File: src/rtl/ntt_pkg.sv
// Shared NTT definitions: Kyber modulus, default widths/latency, coefficient type and
// modular add/sub helpers for the butterfly and the other NTT stages.
package ntt_pkg;

    localparam int DW      = 12;
    localparam int Q       = 3329;
    localparam int MUL_LAT = 5;

    typedef logic [DW-1:0] coef_t;

    typedef enum logic {
        MODE_CT = 1'b0,
        MODE_GS = 1'b1
    } bfly_mode_e;

    // One conditional subtract is enough because both operands are already below Q.
    function automatic coef_t mod_add(coef_t a, coef_t b);
        logic [DW:0] s;
        s = {1'b0, a} + {1'b0, b};
        if (s >= (DW+1)'(Q)) s = s - (DW+1)'(Q);
        return s[DW-1:0];
    endfunction

    function automatic coef_t mod_sub(coef_t a, coef_t b);
        logic signed [DW+1:0] d;
        d = $signed({2'b00, a}) - $signed({2'b00, b});
        if (d < 0) d = d + $signed((DW+2)'(Q));
        return d[DW-1:0];
    endfunction

endpackage

File: src/rtl/ntt_butterfly_stage_if.sv
// Butterfly stage bus: coefficient read side, multiplier side and write-back side.
// Also counts illegal (>= Q) coefficients offered with in_valid.
interface ntt_butterfly_stage_if
    import ntt_pkg::*;
#(
    parameter int DW = ntt_pkg::DW,
    parameter int Q  = ntt_pkg::Q
) (
    input logic clk,
    input logic rst
);

    logic          in_valid;
    logic          in_mode;
    logic [DW-1:0] u;
    logic [DW-1:0] v;
    logic [DW-1:0] w;
    logic          mul_sel;
    logic [DW-1:0] mul_a;
    logic [DW-1:0] mul_b;
    logic [DW-1:0] mul_p;
    logic          out_valid;
    logic [DW-1:0] x;
    logic [DW-1:0] y;

    logic [15:0]   illegal_cnt;

    localparam logic [DW-1:0] QC = DW'(Q);

    // Simulation-only guard: coefficients must be reduced before they reach the butterfly.
    always_ff @(posedge clk or posedge rst) begin
        if (rst) begin
            illegal_cnt <= '0;
        end else begin
            assert (!(in_valid && (u >= QC || v >= QC || w >= QC)))
            else illegal_cnt <= illegal_cnt + 16'd1;
        end
    end

    modport master (
        output in_valid, in_mode, u, v, w, mul_p,
        input  mul_sel, mul_a, mul_b, out_valid, x, y
    );

    modport slave (
        input  in_valid, in_mode, u, v, w, mul_p,
        output mul_sel, mul_a, mul_b, out_valid, x, y
    );

endinterface

File: src/rtl/mod_addsub.sv
// Combinational modular adder/subtractor: sum = (a+b) mod Q, diff = (a-b) mod Q.
module mod_addsub #(
    parameter int DW = ntt_pkg::DW,
    parameter int Q  = ntt_pkg::Q
) (
    input  logic [DW-1:0] a,
    input  logic [DW-1:0] b,
    output logic [DW-1:0] sum,
    output logic [DW-1:0] diff
);

    function automatic logic [DW-1:0] add_mod(logic [DW-1:0] p, logic [DW-1:0] r);
        logic [DW:0] s;
        s = {1'b0, p} + {1'b0, r};
        if (s >= (DW+1)'(Q)) s = s - (DW+1)'(Q);
        return s[DW-1:0];
    endfunction

    function automatic logic [DW-1:0] sub_mod(logic [DW-1:0] p, logic [DW-1:0] r);
        logic signed [DW+1:0] d;
        d = $signed({2'b00, p}) - $signed({2'b00, r});
        if (d < 0) d = d + $signed((DW+2)'(Q));
        return d[DW-1:0];
    endfunction

    assign sum  = add_mod(a, b);
    assign diff = sub_mod(a, b);

endmodule

File: src/rtl/ntt_butterfly_stage.sv
// Radix-2 Kyber butterfly (CT forward / GS inverse per item) around an external
// fixed-latency modular multiplier; fixed latency MUL_LAT + 2, one pair per cycle.
module ntt_butterfly_stage
    import ntt_pkg::*;
#(
    parameter int DW      = ntt_pkg::DW,
    parameter int Q       = ntt_pkg::Q,
    parameter int MUL_LAT = ntt_pkg::MUL_LAT
) (
    input logic                  clk,
    input logic                  rst,
    ntt_butterfly_stage_if.slave bus
);

    localparam int CW = DW + 2;

    logic [DW-1:0] s0_sum, s0_diff;
    logic [DW-1:0] mul_a_q, mul_a_d;
    logic [DW-1:0] mul_b_q, mul_b_d;
    logic [DW-1:0] carry_p0_q, carry_p0_d;
    logic          vld_p0_q, vld_p0_d;
    logic          mode_p0_q, mode_p0_d;

    logic [CW-1:0] dly_q [MUL_LAT];
    logic [CW-1:0] dly_d [MUL_LAT];

    logic          vld_al, mode_al;
    logic [DW-1:0] carry_al;
    logic [DW-1:0] fin_sum, fin_diff;

    logic          out_valid_q, out_valid_d;
    logic [DW-1:0] x_q, x_d;
    logic [DW-1:0] y_q, y_d;

    // Stage 0: operands to the multiplier, plus the value that bypasses it
    mod_addsub #(.DW(DW), .Q(Q)) u_stage0_gs (
        .a    (bus.u),
        .b    (bus.v),
        .sum  (s0_sum),
        .diff (s0_diff)
    );

    always_comb begin
        mul_a_d    = mul_a_q;
        mul_b_d    = mul_b_q;
        carry_p0_d = carry_p0_q;
        mode_p0_d  = mode_p0_q;
        vld_p0_d   = bus.in_valid;
        if (bus.in_valid) begin
            mode_p0_d = bus.in_mode;
            mul_b_d   = bus.w;
            if (bus.in_mode == MODE_GS) begin
                mul_a_d    = s0_diff;
                carry_p0_d = s0_sum;
            end else begin
                mul_a_d    = bus.v;
                carry_p0_d = bus.u;
            end
        end
    end

    // Delay line: {valid, mode, carried value} shifted to meet mul_p
    always_comb begin
        dly_d[0] = {vld_p0_q, mode_p0_q, carry_p0_q};
        for (int i = 1; i < MUL_LAT; i++) begin
            dly_d[i] = dly_q[i-1];
        end
    end

    assign {vld_al, mode_al, carry_al} = dly_q[MUL_LAT-1];

    // Final stage: combine the carried value with the product
    mod_addsub #(.DW(DW), .Q(Q)) u_final_ct (
        .a    (carry_al),
        .b    (bus.mul_p),
        .sum  (fin_sum),
        .diff (fin_diff)
    );

    always_comb begin
        out_valid_d = vld_al;
        x_d         = x_q;
        y_d         = y_q;
        if (vld_al) begin
            if (mode_al == MODE_GS) begin
                x_d = carry_al;
                y_d = bus.mul_p;
            end else begin
                x_d = fin_sum;
                y_d = fin_diff;
            end
        end
    end

    always_ff @(posedge clk or posedge rst) begin
        if (rst) begin
            mul_a_q     <= '0;
            mul_b_q     <= '0;
            carry_p0_q  <= '0;
            vld_p0_q    <= 1'b0;
            mode_p0_q   <= 1'b0;
            for (int i = 0; i < MUL_LAT; i++) begin
                dly_q[i] <= '0;
            end
            out_valid_q <= 1'b0;
            x_q         <= '0;
            y_q         <= '0;
        end else begin
            mul_a_q     <= mul_a_d;
            mul_b_q     <= mul_b_d;
            carry_p0_q  <= carry_p0_d;
            vld_p0_q    <= vld_p0_d;
            mode_p0_q   <= mode_p0_d;
            for (int i = 0; i < MUL_LAT; i++) begin
                dly_q[i] <= dly_d[i];
            end
            out_valid_q <= out_valid_d;
            x_q         <= x_d;
            y_q         <= y_d;
        end
    end

    assign bus.mul_sel   = 1'b1;
    assign bus.mul_a     = mul_a_q;
    assign bus.mul_b     = mul_b_q;
    assign bus.out_valid = out_valid_q;
    assign bus.x         = x_q;
    assign bus.y         = y_q;

endmodule

File: src/flat_wrapper.sv
// flat-port wrapper written by rule: the top's interface ports become plain ports
module ntt_butterfly_stage_flat import ntt_pkg::*;
#(
    parameter int DW      = ntt_pkg::DW,
    parameter int Q       = ntt_pkg::Q,
    parameter int MUL_LAT = ntt_pkg::MUL_LAT
)
  (clk, rst, bus_in_valid, bus_in_mode, bus_u, bus_v, bus_w, bus_mul_p, bus_mul_sel, bus_mul_a, bus_mul_b, bus_out_valid, bus_x, bus_y);
  ntt_butterfly_stage_if #(.DW(DW), .Q(Q)) bus_i (.clk(clk), .rst(rst));
  input logic clk;
  input logic rst;
  input wire logic [$bits(bus_i.in_valid)-1:0] bus_in_valid;
  input wire logic [$bits(bus_i.in_mode)-1:0] bus_in_mode;
  input wire logic [$bits(bus_i.u)-1:0] bus_u;
  input wire logic [$bits(bus_i.v)-1:0] bus_v;
  input wire logic [$bits(bus_i.w)-1:0] bus_w;
  input wire logic [$bits(bus_i.mul_p)-1:0] bus_mul_p;
  output wire logic [$bits(bus_i.mul_sel)-1:0] bus_mul_sel;
  output wire logic [$bits(bus_i.mul_a)-1:0] bus_mul_a;
  output wire logic [$bits(bus_i.mul_b)-1:0] bus_mul_b;
  output wire logic [$bits(bus_i.out_valid)-1:0] bus_out_valid;
  output wire logic [$bits(bus_i.x)-1:0] bus_x;
  output wire logic [$bits(bus_i.y)-1:0] bus_y;
  assign bus_i.in_valid = bus_in_valid;
  assign bus_i.in_mode = bus_in_mode;
  assign bus_i.u = bus_u;
  assign bus_i.v = bus_v;
  assign bus_i.w = bus_w;
  assign bus_i.mul_p = bus_mul_p;
  assign bus_mul_sel = bus_i.mul_sel;
  assign bus_mul_a = bus_i.mul_a;
  assign bus_mul_b = bus_i.mul_b;
  assign bus_out_valid = bus_i.out_valid;
  assign bus_x = bus_i.x;
  assign bus_y = bus_i.y;
  ntt_butterfly_stage #(.DW(DW), .Q(Q), .MUL_LAT(MUL_LAT)) u_core (.clk(clk), .rst(rst), .bus(bus_i));
endmodule
File: config.mk
export PLATFORM = sky130hd
export DESIGN_NAME = ntt_butterfly_stage_flat
export DESIGN_NICKNAME = d
export VERILOG_FILES = /design/src/rtl/ntt_pkg.sv /design/src/rtl/ntt_butterfly_stage_if.sv /design/src/rtl/mod_addsub.sv /design/src/rtl/ntt_butterfly_stage.sv /design/src/flat_wrapper.sv
export SDC_FILE = /design/constraint.sdc
export NUM_CORES = 1
export LEC_CHECK = 0
export BUFFER_PORTS_ARGS = -buffer_cell sky130_fd_sc_hd__buf_2
export CAP_MARGIN = 10
export CORE_MARGIN = 2
export CORE_UTILIZATION = 50
export CTS_CLUSTER_DIAMETER = 60
export DETAILED_ROUTE_END_ITERATION = 10
export GPL_ROUTABILITY_DRIVEN = 1
export PLACE_DENSITY = 0.75
export SLEW_MARGIN = 0
export SYNTH_ARGS = -nofsm -noshare
export SYNTH_HDL_FRONTEND = slang
export SYNTH_SLANG_ARGS = --single-unit
File: constraint.sdc
create_clock -name clk -period 6.15 [get_ports clk]
set_clock_uncertainty 0.15 [all_clocks]
set_input_delay 1.23 -clock clk [delete_from_list [all_inputs] [get_ports clk]]
set_output_delay 1.23 -clock clk [all_outputs]
set_load 0.01 [all_outputs]
==> impl_metrics.prom <==
# TYPE chip_impl_metric gauge
chip_impl_info{name="run_status",value="complete, but fails checks"} 1
chip_impl_info{name="failed_checks",value="design-rule violations"} 1
chip_impl_metric{name="antennaDiodeCount",unit=""} 0
chip_impl_metric{name="placementRows",unit=""} 46
chip_impl_metric{name="chipHeight",unit="um"} 131
chip_impl_metric{name="max-cap-violations",unit=""} 0
chip_impl_metric{name="post_route_clock_period_utilization",unit="%"} 72.4
chip_impl_metric{name="ioPinCount",unit=""} 102
chip_impl_metric{name="cts_sinks",unit=""} 133
chip_impl_info{name="worst_hold_path_type",value="flop to flop"} 1
chip_impl_metric{name="final_layout_size_suffix_gt1_share",unit="%"} 19.9
chip_impl_metric{name="worst-path-buf-inv",unit=""} 1
chip_impl_metric{name="clk_transition_reported_paths",unit="ps"} 60
chip_impl_metric{name="drtPass1Iterations",unit=""} 8
chip_impl_metric{name="power_report.internal_total",unit="uW"} 2170
chip_impl_metric{name="cts_hold_buffers",unit=""} 0
chip_impl_metric{name="maximum_number_of_pins_on_one_net_before_global_route_repair",unit=""} 81
chip_impl_metric{name="post-dp-hpwl",unit="um"} 13600
chip_impl_metric{name="sum_neg_setup_slack",unit="ps"} 0
chip_impl_metric{name="vdd_ir_drop_max",unit="mV"} 0.215
chip_impl_metric{name="core_region_area",unit="um2"} 15800
chip_impl_metric{name="worstSetupPathDepth",unit=""} 12
chip_impl_info{name="worst_path_dominant_cell_family",value="simple AND/OR/NAND/NOR gates"} 1
chip_impl_metric{name="die_width",unit="um"} 131
chip_impl_info{name="cts-root-buf",value="clkbuf_16"} 1
chip_impl_metric{name="whs_path_depth",unit=""} 0
chip_impl_metric{name="power.combinational.fraction",unit="%"} 34.5
chip_impl_metric{name="place.port_buffers",unit=""} 100
chip_impl_metric{name="number_of_vias_per_cell_after_detailed_routing",unit=""} 5.64
chip_impl_metric{name="critPathArrivalTime",unit="ps"} 4650
chip_impl_metric{name="ctsResizeCount",unit=""} 0
chip_impl_metric{name="fin_util",unit="%"} 58.6
chip_impl_metric{name="synth_enable_flop_cells",unit=""} 0
chip_impl_metric{name="vias",unit=""} 6388
chip_impl_metric{name="grtUsageTotal",unit="%"} 22.6
chip_impl_metric{name="grt_antenna_before_repair",unit=""} 0
chip_impl_metric{name="switching_part_of_the_total_power",unit="%"} 34.7
chip_impl_metric{name="relSlewSlack",unit="%"} 21.4
chip_impl_metric{name="synthesis.yosys.warnings",unit=""} 0
chip_impl_metric{name="finalNetCount",unit=""} 1013
chip_impl_metric{name="totalWireLength",unit="um"} 18600
chip_impl_info{name="critical_path_cell_sequence",value="buf_2 > ha_1 > fa_1 > and2b_2 > o21ai_0 > a21oi_1 > or3_2 > and4_1 > a2111oi_4 > nor2_2 > or4_1 > nand3_1"} 1
chip_impl_metric{name="slew_viol_final",unit=""} 0
chip_impl_info{name="cp-start-kind",value="input port"} 1
chip_impl_metric{name="worstSkewPairLatency",unit="ps"} 410
chip_impl_metric{name="global_route_total_overflow",unit=""} 0
chip_impl_metric{name="number_of_global_route_vias_before_repair",unit=""} 6180
chip_impl_metric{name="detail-route-antenna-nets",unit=""} 0
chip_impl_info{name="worstSetupEndpointType",value="flop"} 1
chip_impl_metric{name="htreeDepth",unit=""} 4
chip_impl_metric{name="cp_data_required_time",unit="ps"} 6350
chip_impl_metric{name="number_of_distinct_library_cell_variants_in_the_gate_level_netlist_after_synthesis",unit=""} 79
chip_impl_metric{name="initial_utilization",unit="%"} 50.8
chip_impl_info{name="worst_path_max_delay_cell",value="a2111oi_4"} 1
chip_impl_metric{name="r2r.worst_path.cells",unit=""} 11
chip_impl_metric{name="first_iter_violations",unit=""} 449
chip_impl_metric{name="synth.avg_cell_area",unit="um2"} 9.82
chip_impl_metric{name="power_switching",unit="uW"} 1150
chip_impl_info{name="critPathKind",value="input port to flop"} 1
chip_impl_metric{name="power_frac_clock",unit="%"} 31.0
chip_impl_metric{name="place_congestion",unit=""} 0.933
chip_impl_metric{name="finalCriticalPeriod",unit="ps"} 4460
chip_impl_metric{name="detail_route.wl_per_cell",unit="um"} 16.4
chip_impl_metric{name="power.sequential.fraction",unit="%"} 34.6
chip_impl_metric{name="netlist_instances",unit=""} 816
chip_impl_info{name="commonest_cells_after_routing_fill_and_taps_aside",value="dfrtp_1, buf_2, inv_1"} 1
chip_impl_metric{name="grt_first_pass_wirelength",unit="um"} 30100
chip_impl_metric{name="drc",unit=""} 2
chip_impl_metric{name="maxClockFrequency",unit="MHz"} 224
chip_impl_metric{name="total_cts_buffers",unit=""} 17
chip_impl_metric{name="syn_nets",unit=""} 926
chip_impl_metric{name="post_synthesis_sequential_area_ratio",unit="%"} 41.5
chip_impl_metric{name="p_leak",unit="uW"} 0.00420
chip_impl_metric{name="postSynth.asyncResetShare",unit="%"} 100
chip_impl_metric{name="area.growth.synth_to_final",unit="%"} 15.2
chip_impl_info{name="cts_tree",value="built"} 1
chip_impl_metric{name="postCtsSetupRepairBufs",unit=""} 0
chip_impl_metric{name="synth-seq-cells",unit=""} 133
chip_impl_metric{name="endpoints_failing_setup",unit=""} 0
chip_impl_metric{name="finalHoldViolCount",unit=""} 0
chip_impl_metric{name="worst_pin_slew",unit="ps"} 1170
chip_impl_metric{name="syn_area",unit="um2"} 8020
chip_impl_metric{name="worst-path-max-fanout",unit=""} 6
chip_impl_info{name="layout_commonest_cell",value="dfrtp_1"} 1
chip_impl_metric{name="die_area",unit="um2"} 17100
chip_impl_info{name="setup_repair_after_global_routing_missed_its_margin",value="false"} 1
chip_impl_info{name="synth_flop_cell",value="dfrtp_1"} 1
chip_impl_metric{name="crit_path_max_incr_delay",unit="ps"} 510
chip_impl_metric{name="clk_path_buf_depth",unit=""} 2
chip_impl_metric{name="power-per-cell-area",unit="nW/um2"} 359
kinds of logic (layout without fill, tap and decap cells):
| logic type | Yosys count | in the layout | share of synthesized area [%] |
|---|---|---|---|
| buffers and inverters | 102 | 202 | 5.43 |
| muxes | 29 | 29 | 3.93 |
| adders and majority gates | 58 | 58 | 9.43 |
| and+or+nand+nor | 222 | 222 | 14.6 |
| other | 1 | 1 | 0.0468 |
| DFF | 133 | 133 | 41.5 |
| xor gates and xnor gates | 52 | 52 | 5.68 |
| AOI/OAI and AO/OA | 219 | 219 | 19.3 |
path summary, 6_finish.rpt:
path                                         startpoint                       endpoint  slack, ps
max in group asynchronous                           rst     u_core.dly_d[30]$_DFF_PP0_       3890
max reg2reg                u_core.carry_al[0]$_DFF_PP0_    u_core.bus.x[2]$_DFFE_PP0P_       2230
max                                        bus_mul_p[0]    u_core.bus.x[2]$_DFFE_PP0P_       1690
min                          u_core.dly_d[10]$_DFF_PP0_  u_core.carry_al[10]$_DFF_PP0_        190
min in group asynchronous                           rst     u_core.dly_q[12]$_DFF_PP0_        800
min reg2reg                  u_core.dly_d[10]$_DFF_PP0_  u_core.carry_al[10]$_DFF_PP0_        190
sequential cells by signal, indices dropped and copies added, names as in the netlist:
register,flops
u_core.bus.y,12
u_core.carry_al,12
u_core.vld_p0_q,1
u_core.bus.out_valid,1
u_core.bus.mul_a,12
u_core.carry_p0_q,12
u_core.dly_q,2
u_core.bus.x,12
u_core.mode_p0_q,1
u_core.dly_d,56
u_core.bus.mul_b,12
worst reg2reg max path, delay by kind of cell (launching register included):
kind | cells | cell delay [ps]
AND/OR/NAND/NOR | 6 | 1640
AO/OA/AOI/OAI | 3 | 1040
adder cells (fa/ha/maj) | 2 | 620
flip-flops | 1 | 400
layer usage:
layer	global-route usage [%]	share of wire (%)	wire length (um)	vias to the layer above
li1	-	-	-	3106
met1	28.3	43	8040	3067
met2	38.4	49	9160	168
met3	3.66	3.9	724	47
met4	10.9	3.5	656	0
met5	0	0	0	-
per-stage QoR:
stage | total power, uW | instance area [um2] | setup slack (ps) | hold slack, ps | std cells
after global placement | 2270 | 8630 | 1440 | 181 | 1100
after floorplan | 1990 | 8020 | 1220 | 181 | 816
after CTS | 3340 | 9230 | 1800 | 196 | 1132
after global routing | 3530 | 9230 | 1540 | 199 | 1132
final | 3320 | 9230 | 1690 | 191 | 1132
after detailed placement | 2290 | 8630 | 1410 | 185 | 1100
synth_stat cells, drive strengths merged, types with 10 or more instances:
library cell	count	area share [%]
inv	66	3.1
o221ai	13	1.4
clkbuf	28	1.6
ha	54	8.4
nor2	54	2.6
o31ai	10	0.94
nor3	15	0.94
nor2b	25	2.0
o211ai	10	0.94
o21a	10	0.94
a31oi	13	1.0
xor2	18	2.0
nand3	27	1.7
a21oi	46	2.9
o21ai	50	3.2
mux2	20	2.8
a211oi	11	1.2
nand2b	12	0.94
xnor2	34	3.7
nand2	33	1.5
dfrtp	133	42
final cells by class:
| class | count | area, um2 |
|---|---|---|
| Clock inverter | 9 | 115 |
| Clock buffer | 23 | 488 |
| Tap cell | 216 | 270 |
| Inverter | 67 | 256 |
| Fill cell | 1399 | 6540 |
| Sequential cell | 133 | 3330 |
| Multi-Input combinational cell | 581 | 4250 |
| Timing Repair Buffer | 103 | 523 |
power by group through the flow:
stage	clock, uW	sequential, uW	combinational [uW]
floorplan	0	1170	813
global placement	0	1150	1120
detailed placement	0	1160	1130
CTS	1050	1150	1140
global route	1090	1170	1270
finish	1030	1150	1140
Note: power is estimated with default switching activity, not from simulation.
